### src/rtl/player_draw_fsm_if.sv
// player_draw_fsm_if: frame control, key inputs and draw/move outputs of the player draw sequencer
interface player_draw_fsm_if;
  logic       frame_tick;
  logic       key_up;
  logic       key_down;
  logic       add_x;
  logic [1:0] add_y;
  logic       y_pos_mod;
  logic       y_neg_mod;
  logic [2:0] colour;
  logic       plot;
  logic       busy;
  logic       done;
  modport master (
    output frame_tick, key_up, key_down,
    input  add_x, add_y, y_pos_mod, y_neg_mod, colour, plot, busy, done
  );
  modport slave (
    input  frame_tick, key_up, key_down,
    output add_x, add_y, y_pos_mod, y_neg_mod, colour, plot, busy, done
  );
endinterface

### src/rtl/player_draw_fsm.sv
// player_draw_fsm: per-frame erase/move/settle/draw sequencer for the player ship; PLAYER_DRAW_STILL_SKIP_EN skips the redraw when no move happens
module player_draw_fsm #(
  parameter logic [2:0] SHIP_COLOUR   = 3'b010,
  parameter logic [2:0] BG_COLOUR     = 3'b000,
  parameter int         Y_MAX         = 116,
  parameter int         SETTLE_CYCLES = 2
) (
  input logic              clk,
  input logic              reset_n,
  player_draw_fsm_if.slave bus
);
  localparam logic [2:0] IDLE   = 3'd0;
  localparam logic [2:0] ERASE  = 3'd1;
  localparam logic [2:0] MOVE   = 3'd2;
  localparam logic [2:0] SETTLE = 3'd3;
  localparam logic [2:0] DRAW   = 3'd4;
  localparam logic [2:0] DONE   = 3'd5;
  localparam logic [6:0] YM     = 7'(Y_MAX);
  localparam logic [2:0] SL     = 3'(SETTLE_CYCLES - 1);
  logic [2:0] state, cnt;
  logic [6:0] shadow_y;
  logic       pending, req_up, req_down;
  logic       start, can_up, can_down, skip;
  assign start    = bus.frame_tick | pending;
  assign can_up   = req_up & ~req_down & (shadow_y < YM);
  assign can_down = req_down & ~req_up & (shadow_y != 7'd0);
`ifdef PLAYER_DRAW_STILL_SKIP_EN
  assign skip = ~((bus.key_up & ~bus.key_down & (shadow_y < YM)) |
                  (bus.key_down & ~bus.key_up & (shadow_y != 7'd0)));
`else
  assign skip = 1'b0;
`endif
  // outputs decode straight from registered state/counter so async reset clears them at once
  assign bus.plot      = (state == ERASE) || (state == DRAW);
  assign bus.add_x     = bus.plot ? cnt[0] : 1'b0;
  assign bus.add_y     = bus.plot ? cnt[2:1] : 2'd0;
  assign bus.colour    = (state == DRAW) ? SHIP_COLOUR : BG_COLOUR;
  assign bus.busy      = state != IDLE;
  assign bus.done      = state == DONE;
  assign bus.y_pos_mod = (state == MOVE) & can_up;
  assign bus.y_neg_mod = (state == MOVE) & can_down;
  // ticks arriving outside IDLE collapse into a single pending start
  always_ff @(posedge clk or negedge reset_n)
    if (!reset_n) pending <= 1'b0;
    else pending <= (state == IDLE) ? 1'b0 : (pending | bus.frame_tick);
  // sequence stepping, key latch and shadow of the ship y origin
  always_ff @(posedge clk or negedge reset_n)
    if (!reset_n) begin
      state    <= IDLE;
      cnt      <= 3'd0;
      shadow_y <= 7'd0;
      req_up   <= 1'b0;
      req_down <= 1'b0;
    end else begin
      case (state)
        IDLE: if (start) begin
          state    <= skip ? DONE : ERASE;
          cnt      <= 3'd0;
          req_up   <= bus.key_up;
          req_down <= bus.key_down;
        end
        ERASE: begin
          cnt   <= cnt + 3'd1;
          state <= (cnt == 3'd7) ? MOVE : ERASE;
        end
        MOVE: begin
          state    <= SETTLE;
          cnt      <= 3'd0;
          shadow_y <= can_up ? shadow_y + 7'd1 : can_down ? shadow_y - 7'd1 : shadow_y;
        end
        SETTLE: begin
          cnt   <= (cnt == SL) ? 3'd0 : cnt + 3'd1;
          state <= (cnt == SL) ? DRAW : SETTLE;
        end
        DRAW: begin
          cnt   <= cnt + 3'd1;
          state <= (cnt == 3'd7) ? DONE : DRAW;
        end
        default: state <= IDLE;
      endcase
    end
endmodule

### src/flat_wrapper.sv
// flat-port wrapper written by rule: the top's interface ports become plain ports
module player_draw_fsm_flat 
#(
  parameter logic [2:0] SHIP_COLOUR   = 3'b010,
  parameter logic [2:0] BG_COLOUR     = 3'b000,
  parameter int         Y_MAX         = 116,
  parameter int         SETTLE_CYCLES = 2
)
  (clk, reset_n, bus_frame_tick, bus_key_up, bus_key_down, bus_add_x, bus_add_y, bus_y_pos_mod, bus_y_neg_mod, bus_colour, bus_plot, bus_busy, bus_done);
  player_draw_fsm_if bus_i ();
  input logic clk;
  input logic reset_n;
  input wire logic [$bits(bus_i.frame_tick)-1:0] bus_frame_tick;
  input wire logic [$bits(bus_i.key_up)-1:0] bus_key_up;
  input wire logic [$bits(bus_i.key_down)-1:0] bus_key_down;
  output wire logic [$bits(bus_i.add_x)-1:0] bus_add_x;
  output wire logic [$bits(bus_i.add_y)-1:0] bus_add_y;
  output wire logic [$bits(bus_i.y_pos_mod)-1:0] bus_y_pos_mod;
  output wire logic [$bits(bus_i.y_neg_mod)-1:0] bus_y_neg_mod;
  output wire logic [$bits(bus_i.colour)-1:0] bus_colour;
  output wire logic [$bits(bus_i.plot)-1:0] bus_plot;
  output wire logic [$bits(bus_i.busy)-1:0] bus_busy;
  output wire logic [$bits(bus_i.done)-1:0] bus_done;
  assign bus_i.frame_tick = bus_frame_tick;
  assign bus_i.key_up = bus_key_up;
  assign bus_i.key_down = bus_key_down;
  assign bus_add_x = bus_i.add_x;
  assign bus_add_y = bus_i.add_y;
  assign bus_y_pos_mod = bus_i.y_pos_mod;
  assign bus_y_neg_mod = bus_i.y_neg_mod;
  assign bus_colour = bus_i.colour;
  assign bus_plot = bus_i.plot;
  assign bus_busy = bus_i.busy;
  assign bus_done = bus_i.done;
  player_draw_fsm #(.SHIP_COLOUR(SHIP_COLOUR), .BG_COLOUR(BG_COLOUR), .Y_MAX(Y_MAX), .SETTLE_CYCLES(SETTLE_CYCLES)) u_core (.clk(clk), .reset_n(reset_n), .bus(bus_i));
endmodule
### config.mk
export PLATFORM = sky130hd
export DESIGN_NAME = player_draw_fsm_flat
export DESIGN_NICKNAME = d
export VERILOG_FILES = /design/src/rtl/player_draw_fsm_if.sv /design/src/rtl/player_draw_fsm.sv /design/src/flat_wrapper.sv
export SDC_FILE = /design/constraint.sdc
export NUM_CORES = 1
export LEC_CHECK = 0
export ABC_AREA = 1
export CAP_MARGIN = 10
export CORE_AREA = 2 2 50 52
export CTS_BUF_LIST = sky130_fd_sc_hd__clkbuf_8 sky130_fd_sc_hd__clkbuf_16
export DETAILED_ROUTE_END_ITERATION = 8
export DIE_AREA = 0 0 52 54
export PLACE_DENSITY_LB_ADDON = 0.25
export RECOVER_POWER = 50
export SLEW_MARGIN = 20
export SYNTH_ARGS = -nofsm -noshare
export SYNTH_HDL_FRONTEND = slang
export SYNTH_SLANG_ARGS = --single-unit
### constraint.sdc
create_clock -name clk -period 2.6 [get_ports clk]
set_input_delay 0.52 -clock clk [delete_from_list [all_inputs] [get_ports clk]]
set_output_delay 0.52 -clock clk [all_outputs]
set_load 0.05 [all_outputs]
==> results.cfg <==
[synth]
synth_fa_ha_area_share_pct = 10.2
yosysUniqueCellTypes = 32
yosysWarnings = 0
synth_compound_area_share_pct = 9.75
synth_area_mm2 = 0.00118
synth_top_family_by_area = simple AND/OR/NAND/NOR gates
post_synth_and_or_nand_nor_area_fraction_pct = 30.2
async_flop_share_pct = 100
avgSynthCellArea_um2 = 7.82
synthTopCellsByCount = nand2_1, inv_1, dfrtp_1
synth-edff-count = 0
syn_inst = 151
ys_ff_latch = 16
seq_area_frac_synth_pct = 33.9
synth_area_leader_cell = dfrtp_1
muxShareOfSynthArea_pct = 0.953
synth-xor-area-share_pct = 2.86
synth.area.top_cells = dfrtp_1, nand2_1, ha_1, inv_1, nor2_1
synth_flop_cell = dfrtp_1
synth_top_cell_area_share_pct = 33.9
post-synth-top-count-cell = nand2_1

[power]
seqPwrFrac_pct = 25.4
swShare_pct = 48.9
p_clk_share_pct = 13.2
switching_power_w = 0.000815
total_power_w = 0.00167
vdd_drop_max_mv = 0.632
power_density_mw_per_mm2 = 1210
static-leakage-power_nw = 0.744
internal_power_w = 0.000853
power_frac_comb_pct = 61.4

[sta]
max_slew_margin_pct = 49.8
hold_viol_final = 0
setup_ws_ps = 123
tightest_slew_ps = 750
whs_ps = 534
period_share_pct = 95.3
skew_ps = 1.43
fin_crit_ps = 2480
setup_tns_ps = 0
setup_violations = 0
rsz0062_at_grt = false
drv_slew = 0
max_freq_mhz = 404

[place]
gp_congestion = 0.858
dp_hpwl_um = 1710
dp_slack_ps = 357
io_buffers = 13

[global_routing]
antenna_found_initial = 0
grt_pass1_wl_um = 3850
grt_max_degree = 17
grtUsageTotal_pct = 18.9
grt_pass1_vias = 882
grt_overflow = 0

[job]
cap_violations = 0

[cts]
path_clk_slew_ps = 60
clock_sinks = 16
clock_latency_ps = 240
root_buffer = clkbuf_8
cts_tree = yes
numCtsBuffers = 3
cts-htree-levels = 1
clock_path_buffers = 2

[die]
die_area_mm2 = 0.00281
coreArea_mm2 = 0.00232
initial_core_util_pct = 50.9
die_x_um = 52
rows = 18
io_pins = 16
die_h_um = 54

[worst_setup_path]
worst-setup-path-type = reg2out
cp.required_ps = 2080
worstPathArrival_ps = 1960
path_max_fanout = 5
start_kind = flop
critPathCaptureType = output port

[layout]
insertedDiodeCount = 0
multi_input_area_um2 = 641
final_nets = 181
drive_gt1_share_pct = 16.3
regArea_um2 = 400
fill_cells = 208
syn2layout_area_growth_pct = 16.7
finish.utilization_pct = 59.4

[detailed_routing]
ant_nets = 0
drtPass1Iterations = 4
first_iter_violations = 10
route.detailed.drc = 0
num_vias = 942
vias_per_cell = 4.81
drt_wl_total_um = 2200
post_drt_wl_per_cell_um = 11.2

[outcome]
status = finished, final reports clean

[hold_path]
min_path_type = reg2reg
==> per-layer routing <==
layer	vias up	global-route usage [%]	part of all wire (%)
met5	-	0	0
met4	0	6.58	1.1
met3	2	2.50	2.0
met2	10	31.2	49
met1	427	25.3	48
li1	503	-	-
==> final timing paths <==
check	start	slack, ps	cells after the start	end
worst min register to register	u_core.cnt[2]	530	1	u_core.state[2]
worst min-delay path	u_core.cnt[2]	530	1	u_core.state[2]
max in group asynchronous	reset_n	1350	1	u_core.state[0]
worst max register to register	u_core.shadow_y[3]	520	13	u_core.shadow_y[6]
worst max-delay path	u_core.state[0]	120	6	bus_y_pos_mod
min in group asynchronous	reset_n	780	1	u_core.req_down
==> critical path, stage by stage, from the launching register on <==
cell and delay, ps:
dfrtp_1 430, nor2_2 160, nand2_2 90, inv_1 70
nand3_2 100, inv_1 70, clkdlybuf4s50_1 790
==> per-stage QoR <==
| step | cells | cell area (um2) |
|---|---|---|
| 2_1_floorplan | 152 | 1180 |
| 3_3_place_gp | 192 | 1320 |
| 3_5_place_dp | 192 | 1320 |
| 4_1_cts | 196 | 1370 |
| 5_1_grt | 196 | 1380 |
| 6_report | 196 | 1380 |
==> power groups by stage <==
stage / combinational, W / clock [W] / sequential (W)
floorplan: 0.000825 / 0 / 0.000410
global placement: 0.00100 / 0 / 0.000426
detailed placement: 0.00103 / 0 / 0.000429
CTS: 0.00104 / 0.000228 / 0.000425
global route: 0.00116 / 0.000241 / 0.000439
finish: 0.00102 / 0.000220 / 0.000424
==> kinds of logic after synthesis <==
group                    Yosys count
multiplexers                       1
XOR/XNOR                           3
AND/OR/NAND/NOR                   72
buffers and inverters             31
AO/OA/AOI/OAI                     18
flip-flops                        16
other                              1
adder cells (fa/ha/maj)            9
==> cells in the final DEF, fill, tap and decap left out, drive strengths merged, types with 3 or more instances in the layout <==
cell / count
nand2: 33
ha: 8
inv: 28
a21oi: 7
nand3: 12
dfrtp: 16
clkdlybuf4s50: 7
nand4: 3
nor2: 20
o21ai: 9
clkbuf: 4
dlymetal6s2s: 4
==> area by class of cell <==
class                   instances  share of cell area (%)
multi-input cells             105                    46.5
flip-flops and latches         16                    29.0
repair buffers                 13                    10.2
inverters                      28                    7.62
clock buffers                   4                    3.99
well taps                      30                    2.72
==> what timing repair did <==
item / in CTS / in global routing
hold buffers: 0 / 0
setup buffers: 0 / 0
endpoints found under the hold margin: 0 / 0
gates resized for setup: 0 / 4
setup endpoints to repair: 0 / 4
==> sequential cells by signal, indices dropped and copies added, names as in the netlist <==
signal	count
u_core.req_up	1
u_core.state	3
u_core.pending	1
u_core.shadow_y	7
u_core.req_down	1
u_core.cnt	3
Note: power is estimated with default switching activity, not from simulation.
